### src/rtl/centroid_measure.sv
// Object-mask centroid producer: accumulates mask-pixel coordinate sums per frame,
// divides at frame end and offers (z_x, z_y) on a valid/ready handshake.
module centroid_measure #(
    parameter int unsigned DISP_WIDTH = 11,
    parameter int unsigned MIN_PIXELS = 16,
    parameter int unsigned ACC_W      = 33,
    parameter int unsigned CNT_W      = 22
) (
    input  logic                  clk,
    input  logic                  aresetn,
    input  logic                  pix_valid,
    input  logic                  pix_mask,
    input  logic                  pix_sof,
    input  logic                  pix_eol,
    input  logic                  pix_eof,
    output logic [DISP_WIDTH-1:0] z_x,
    output logic [DISP_WIDTH-1:0] z_y,
    output logic                  valid,
    input  logic                  ready,
    output logic [7:0]            drop_count
);

    localparam int unsigned STEP_W = $clog2(DISP_WIDTH + 1);

    typedef enum logic [1:0] {ST_IDLE, ST_DIVIDE, ST_OUTPUT} state_t;

    state_t                state_q, state_d;
    logic [DISP_WIDTH-1:0] x_q, x_d, y_q, y_d;
    logic [ACC_W-1:0]      sum_x_q, sum_x_d, sum_y_q, sum_y_d;
    logic [CNT_W-1:0]      cnt_q, cnt_d;
    logic [ACC_W-1:0]      rem_x_q, rem_x_d, rem_y_q, rem_y_d, den_q, den_d;
    logic [DISP_WIDTH-1:0] quo_x_q, quo_x_d, quo_y_q, quo_y_d;
    logic [STEP_W-1:0]     step_q, step_d;
    logic [DISP_WIDTH-1:0] z_x_q, z_x_d, z_y_q, z_y_d;
    logic                  valid_q, valid_d;
    logic [7:0]            drop_q, drop_d;

    // Beat-level accumulation including the current pixel
    logic [DISP_WIDTH-1:0] cur_x, cur_y, inc_x, inc_y;
    logic [ACC_W-1:0]      base_sx, base_sy, acc_sx, acc_sy;
    logic [CNT_W-1:0]      base_cnt, acc_cnt;
    logic [ACC_W:0]        ext_sx, ext_sy;
    logic [CNT_W:0]        ext_cnt;
    logic                  eof_ok, bit_x, bit_y;
    logic [DISP_WIDTH-1:0] quo_x_nxt, quo_y_nxt;

    always_comb begin
        cur_x    = pix_sof ? '0 : x_q;
        cur_y    = pix_sof ? '0 : y_q;
        inc_x    = (cur_x == '1) ? cur_x : cur_x + DISP_WIDTH'(1);
        inc_y    = (cur_y == '1) ? cur_y : cur_y + DISP_WIDTH'(1);
        base_sx  = pix_sof ? '0 : sum_x_q;
        base_sy  = pix_sof ? '0 : sum_y_q;
        base_cnt = pix_sof ? '0 : cnt_q;
        ext_sx   = (ACC_W+1)'(base_sx) + (ACC_W+1)'(cur_x);
        ext_sy   = (ACC_W+1)'(base_sy) + (ACC_W+1)'(cur_y);
        ext_cnt  = (CNT_W+1)'(base_cnt) + (CNT_W+1)'(1);
        if (pix_mask) begin
            acc_sx  = ext_sx[ACC_W] ? '1 : ext_sx[ACC_W-1:0];
            acc_sy  = ext_sy[ACC_W] ? '1 : ext_sy[ACC_W-1:0];
            acc_cnt = ext_cnt[CNT_W] ? '1 : ext_cnt[CNT_W-1:0];
        end else begin
            acc_sx  = base_sx;
            acc_sy  = base_sy;
            acc_cnt = base_cnt;
        end
        eof_ok = pix_valid && pix_eof && (acc_cnt >= CNT_W'(MIN_PIXELS));
    end

    // Restoring divide step, both axes share the shifted divisor
    always_comb begin
        bit_x     = (rem_x_q >= den_q);
        bit_y     = (rem_y_q >= den_q);
        quo_x_nxt = {quo_x_q[DISP_WIDTH-2:0], bit_x};
        quo_y_nxt = {quo_y_q[DISP_WIDTH-2:0], bit_y};
    end

    always_comb begin
        state_d = state_q;
        x_d     = x_q;
        y_d     = y_q;
        sum_x_d = sum_x_q;
        sum_y_d = sum_y_q;
        cnt_d   = cnt_q;
        rem_x_d = rem_x_q;
        rem_y_d = rem_y_q;
        den_d   = den_q;
        quo_x_d = quo_x_q;
        quo_y_d = quo_y_q;
        step_d  = step_q;
        z_x_d   = z_x_q;
        z_y_d   = z_y_q;
        valid_d = valid_q;
        drop_d  = drop_q;

        if (pix_valid) begin
            if (pix_eof) begin
                sum_x_d = '0;
                sum_y_d = '0;
                cnt_d   = '0;
                x_d     = '0;
                y_d     = '0;
            end else begin
                sum_x_d = acc_sx;
                sum_y_d = acc_sy;
                cnt_d   = acc_cnt;
                if (pix_eol) begin
                    x_d = '0;
                    y_d = inc_y;
                end else begin
                    x_d = inc_x;
                    y_d = cur_y;
                end
            end
        end

        case (state_q)
            ST_IDLE: begin
                if (eof_ok) begin
                    rem_x_d = acc_sx;
                    rem_y_d = acc_sy;
                    den_d   = ACC_W'(acc_cnt) << (DISP_WIDTH - 1);
                    quo_x_d = '0;
                    quo_y_d = '0;
                    step_d  = STEP_W'(DISP_WIDTH - 1);
                    state_d = ST_DIVIDE;
                end
            end
            ST_DIVIDE: begin
                rem_x_d = bit_x ? rem_x_q - den_q : rem_x_q;
                rem_y_d = bit_y ? rem_y_q - den_q : rem_y_q;
                den_d   = den_q >> 1;
                quo_x_d = quo_x_nxt;
                quo_y_d = quo_y_nxt;
                if (step_q == '0) begin
                    z_x_d   = quo_x_nxt;
                    z_y_d   = quo_y_nxt;
                    valid_d = 1'b1;
                    state_d = ST_OUTPUT;
                end else begin
                    step_d = step_q - STEP_W'(1);
                end
            end
            ST_OUTPUT: begin
                if (ready) begin
                    valid_d = 1'b0;
                    state_d = ST_IDLE;
                end
            end
            default: state_d = ST_IDLE;
        endcase

        if (eof_ok && (state_q != ST_IDLE) && (drop_q != 8'hFF)) begin
            drop_d = drop_q + 8'd1;
        end
    end

    always_ff @(posedge clk or negedge aresetn) begin
        if (!aresetn) begin
            state_q <= ST_IDLE;
            x_q     <= '0;
            y_q     <= '0;
            sum_x_q <= '0;
            sum_y_q <= '0;
            cnt_q   <= '0;
            rem_x_q <= '0;
            rem_y_q <= '0;
            den_q   <= '0;
            quo_x_q <= '0;
            quo_y_q <= '0;
            step_q  <= '0;
            z_x_q   <= '0;
            z_y_q   <= '0;
            valid_q <= 1'b0;
            drop_q  <= '0;
        end else begin
            state_q <= state_d;
            x_q     <= x_d;
            y_q     <= y_d;
            sum_x_q <= sum_x_d;
            sum_y_q <= sum_y_d;
            cnt_q   <= cnt_d;
            rem_x_q <= rem_x_d;
            rem_y_q <= rem_y_d;
            den_q   <= den_d;
            quo_x_q <= quo_x_d;
            quo_y_q <= quo_y_d;
            step_q  <= step_d;
            z_x_q   <= z_x_d;
            z_y_q   <= z_y_d;
            valid_q <= valid_d;
            drop_q  <= drop_d;
        end
    end

    assign z_x        = z_x_q;
    assign z_y        = z_y_q;
    assign valid      = valid_q;
    assign drop_count = drop_q;

endmodule
### config.mk
export PLATFORM = sky130hd
export DESIGN_NAME = centroid_measure
export DESIGN_NICKNAME = d
export VERILOG_FILES = /design/src/rtl/centroid_measure.sv
export SDC_FILE = /design/constraint.sdc
export NUM_CORES = 1
export LEC_CHECK = 0
export BUFFER_PORTS_ARGS = -buffer_cell sky130_fd_sc_hd__buf_4
export CAP_MARGIN = 20
export CORE_UTILIZATION = 45
export CTS_CLUSTER_SIZE = 30
export DETAILED_ROUTE_END_ITERATION = 10
export GPL_ROUTABILITY_DRIVEN = 0
export GPL_TIMING_DRIVEN = 1
export PLACE_DENSITY = 0.59
export SYNTH_ARGS = -nofsm -noshare
export SYNTH_HDL_FRONTEND = slang
export SYNTH_SLANG_ARGS = --single-unit
export TNS_END_PERCENT = 1
### constraint.sdc
create_clock -name clk -period 5.1 [get_ports clk]
set_input_delay 1.02 -clock clk [delete_from_list [all_inputs] [get_ports clk]]
set_output_delay 1.02 -clock clk [all_outputs]
set_load 0.03 [all_outputs]
# == After elaboration in Yosys (flattened, before gate mapping) ==
# Index checks and enable logic that the tools add are counted.
# totals
register_bits,266
latchBits,0
ram_bits,0
romBits,0
input_bits,8
memories,0
# classes
add_sub_neg,9
multipliers,0
div_mod_pow,0
order_cmp,3
n_eq_ne,11
shifts,0
mux,41
bitwise_logic,0
reduce_logical,16
# op_table
op,n
$mux W33,13
$pmux W33 S2,3
$mux W11,8
$mux W22,4
$add A33 B11 Y34,2
$ge A33 B33 Y1,2
$sub A33 B33 Y33,2
$pmux W10 S2,2
$add A22 B1 Y23 const B,1
$add A11 B1 Y11 const B,2
$eq A11 B11 Y1 const B,2
$ge A22 B5 Y1 const B,1
$reduce_and A3 Y1,5
$ne A2 B2 Y1 const B,6
$mux W10,1
$add A8 B1 Y8 const B,1
$mux W4,2
$ne A8 B8 Y1 const B,1
$pmux W4 S2,1
$mux W2,3
$pmux W2 S3,1
$reduce_bool A2 Y1,3
$logic_and A1 B1 Y1,4
$logic_not A4 Y1,1
other kinds (7),9

# == Logic depth before layout (Yosys ltp) ==
# depth
depth_word,8
mapped_depth,19
ltp_nobuf,13

# == Least setup slack after synthesis ==
# No wires, ideal clock.
# synth_timing
path_type,input to register
from,in pix_sof
to,reg rem_y_q[15]
setup_time_ps,125
arrival_ps,5437
slack_ps,-462
path_stages,18
n_path_buf,7
cell_sequence,clkbuf_1 clkbuf_1 buf_1 clkbuf_1 buf_1 buf_1 nor2b_1 ha_1 a211oi_1 o21ai_0 a2111oi_0 or3_1 clkbuf_1 nor2_1 nor2_1 o21ai_0 nor4b_1 mux2_2
# synth_between
elab_chain_len,8
elab_cells_between_ends,15
# synth_lines
item,line,source
from (decl),13,"input logic pix_sof,"
$mux W22,54,base_cnt = pix_sof ? '0 : cnt_q;
$add A22 B1 Y23,57,ext_cnt = (CNT_W+1)'(base_cnt) + (CNT_W+1)'(1);
$mux W22,61,acc_cnt = ext_cnt[CNT_W] ? '1 : ext_cnt[CNT_W-1:0];
$mux W22,58,if (pix_mask) begin
$ge A22 B5 Y1,67,eof_ok = pix_valid && pix_eof && (acc_cnt >= CNT_W'(MIN_PIXELS));
$logic_and A1 B1 Y1,67,
$ne A2 B2 Y1 (no line),--,
$reduce_and A3 Y1 (no line),--,
to (signal assigned),184,rem_y_q <= rem_y_d;
to (decl),31,"logic [ACC_W-1:0] rem_x_q, rem_x_d, rem_y_q, rem_y_d, den_q, den_d;"
# Several ways; a longest one is shown, not always the timed one. The select of a mux whose other input is x is not followed.
# A chain may end at the register's enable or synchronous reset.

# == Worst setup path in the final report ==
# layout_timing
from,in pix_sof
to,reg rem_y_q[23]
# The elaborated chain is that of the path after synthesis.

==> summary.txt <==
Flops & latches, synth: 265
P&R area growth vs syn: 11.1%
Global-route wire length before repair: 86,100 µm
N_diodes: 0
Crit end category: flip-flop
Status: finished clean
GR Util met2: 41.5%
Post-Syn Area: 0.0186 mm²
Starting density of the core: 45.6%
# DRC: 0
Worst VDD drop: 0.000303 V
Hold_buf cts: 0
Die W: 205 µm
Largest net degree at the start of global routing: 105
Worst R2R Path Depth: 14
Place WS: 143 ps
IO Pins: 39
Max-cap viol count: 0
Core Region: 0.0407 mm²
Post-DP HPWL: 38,800 µm
Met3 global-route usage: 2.96%
Unrepaired setup endpoints after global routing: no
Slew Limit Fails: 0
Prevailing post-synth register cell: dfrtp_1
H-tree levels: 2
Final Net Count: 2,249
Busiest grt layer: met2
Initial antenna violation count: 0
Fin. Hold Viols: 0
TritonCTS buffer count: 34
Worst setup path class: input pin to flip-flop
Met1 usage: 36.7%
Worst slew pin tran: 982 ps
Global route overflow: 0
P per Cell Area: 469 mW/mm²
Hold Worst Slack: 480 ps
Hold path depth: 1
Total GRT Usage: 25.9%
TritonCTS clock tree: built
Area of the die: 0.0421 mm²
Share of post-route cells with drive strength above 1: 11.1%
Syn Area/Cell: 8.66 µm²
Worst-path clk slew: 60 ps
Worst-skew pair later-pin latency: 550 ps
DRT Wirelength: 54,200 µm
FMAX: 226 MHz
Port Buffers: 38
Routed vias/inst: 6.06
Worst rel slew slack: 34.0%
Commonest non-fill, non-tap cell in the layout: dfrtp_1
Clock tree buffer depth: 3
Total number of vias: 16,400
Arrival time at the worst endpoint: 4850 ps
Seq/Total Area, Yosys: 35.7%
Cells resized by post-CTS repair: 0
Post-route antenna net violation count: 0
Wire per inst: 20.1 µm
Die height: 205 µm
Setup bufs post-CTS: 0
Synth Warn #: 0
EDFF count, synth: 0
CTS sink cnt: 265
Post-Syn Instances: 2,144
Pre-antenna DRT Iters: 6
Ys async rst share: 100%
CP startpoint kind: input pin
Setup Skew: 20.5 ps
Setup ws final: 678 ps
Final period util: 86.7%
Final setup violation count: 0
Syn Nets: 2,248
Worst EP required: 5530 ps
Hold Path Class: flip-flop to flip-flop
Num rows: 74
Most frequent cells in the layout: 265 x dfrtp_1, 234 x nand2_1, 145 x nor2_1
Tmin final: 4420 ps
CTS root buf: clkbuf_16
Initial DRC count: 1,251
Count of cell types in the netlist: 80
Post-layout util: 50.7%
Leak: 9.15 nW
Setup TNS: 0 ps
Vias in the first global route: 15,300
Crit path max fanout: 49
==> worst max-delay path, stage by stage <==
cell,delay [ps]
buf_4,200
buf_4,480
nor2b_1,150
ha_1,390
o21ai_0,130
o21ai_0,460
a2111oi_2,160
buf_4,180
nor4_1,790
nand3_1,190
xnor2_1,170
nor2_1,160
nor3b_1,90
a221o_1,270
==> Yosys cell counts (29+ instances only) <==
cell type | n | area, µm²
dfrtp_1 | 265 | 6630
nand2_1 | 234 | 878
nor2_1 | 146 | 548
a21oi_1 | 141 | 706
o21ai_0 | 138 | 691
clkbuf_1 | 97 | 364
ha_1 | 92 | 1150
inv_1 | 91 | 342
nand3_1 | 81 | 405
xnor2_1 | 77 | 674
mux2_2 | 71 | 800
nor2b_1 | 60 | 375
o2bb2ai_1 | 59 | 517
o22ai_1 | 53 | 332
xor2_1 | 44 | 385
a21o_1 | 41 | 308
nor3_1 | 41 | 205
and3_1 | 32 | 200
nand4_1 | 29 | 181
==> registers in the layout, indices dropped and copies added, names as in the netlist <==
name and flops:
drop_count 8, z_x 11, x_q 11, rem_x_q 33, valid 1, den_q 32
quo_x_q 10, sum_y_q 33, z_y 11, y_q 11, sum_x_q 33, state_q 2
cnt_q 22, rem_y_q 33, quo_y_q 10, step_q 4
==> kinds of logic after synthesis <==
family          after synthesis  synth area share, %
mux                          99                 5.84
flops                       265                 35.7
xor+xnor                    121                 5.71
fa+ha+maj                    96                 6.63
compound gates              628                 22.6
buf+inv                     210                 4.51
simple gates                725                 19.0
==> cell type report <==
type / count / area, µm²
Fill cell: 3889 / 20100
Timing Repair Buffer: 84 / 701
Multi-Input combinational cell: 1669 / 11100
Clock buffer: 43 / 956
Sequential cell: 265 / 6630
Clock inverter: 16 / 200
Tap cell: 532 / 666
Inverter: 91 / 342
==> worst paths after layout <==
path | startpoint | to | slack, ps
worst max-delay path | pix_sof | rem_y_q[23] | 680
worst min-delay path | sum_x_q[10] | sum_x_q[10] | 480
worst max register to register | den_q[3] | rem_y_q[2] | 1120
worst min register to register | sum_x_q[10] | sum_x_q[10] | 480
max in group asynchronous | aresetn | z_x[1] | 3530
min in group asynchronous | aresetn | sum_y_q[1] | 520
==> through the flow <==
stage / power (mW) / instance area [µm²] / instances
2_1_floorplan: 6.02 / 18600 / 2144
3_3_place_gp: 7.08 / 19500 / 2641
3_5_place_dp: 7.16 / 19500 / 2641
4_1_cts: 9.72 / 20600 / 2700
5_1_grt: 10.3 / 20600 / 2700
6_report: 9.69 / 20600 / 2700
==> power breakdown <==
part | total [mW] | leakage [nW] | internal (mW) | switching [mW]
registers | 2.89 | 3.48 | 2.57 | 0.321
clock network | 2.52 | 0.569 | 1.53 | 0.982
logic | 4.28 | 5.10 | 1.70 | 2.58
total | 9.69 | 9.15 | 5.81 | 3.88
==> per-layer routing <==
layer  share of wire [%]  vias up
li1                    -     7828
met1                  47     8008
met2                  46      451
met3                 5.3       80
met4                 2.0        0
met5                   0        -
Note: power is estimated with default switching activity, not from simulation.
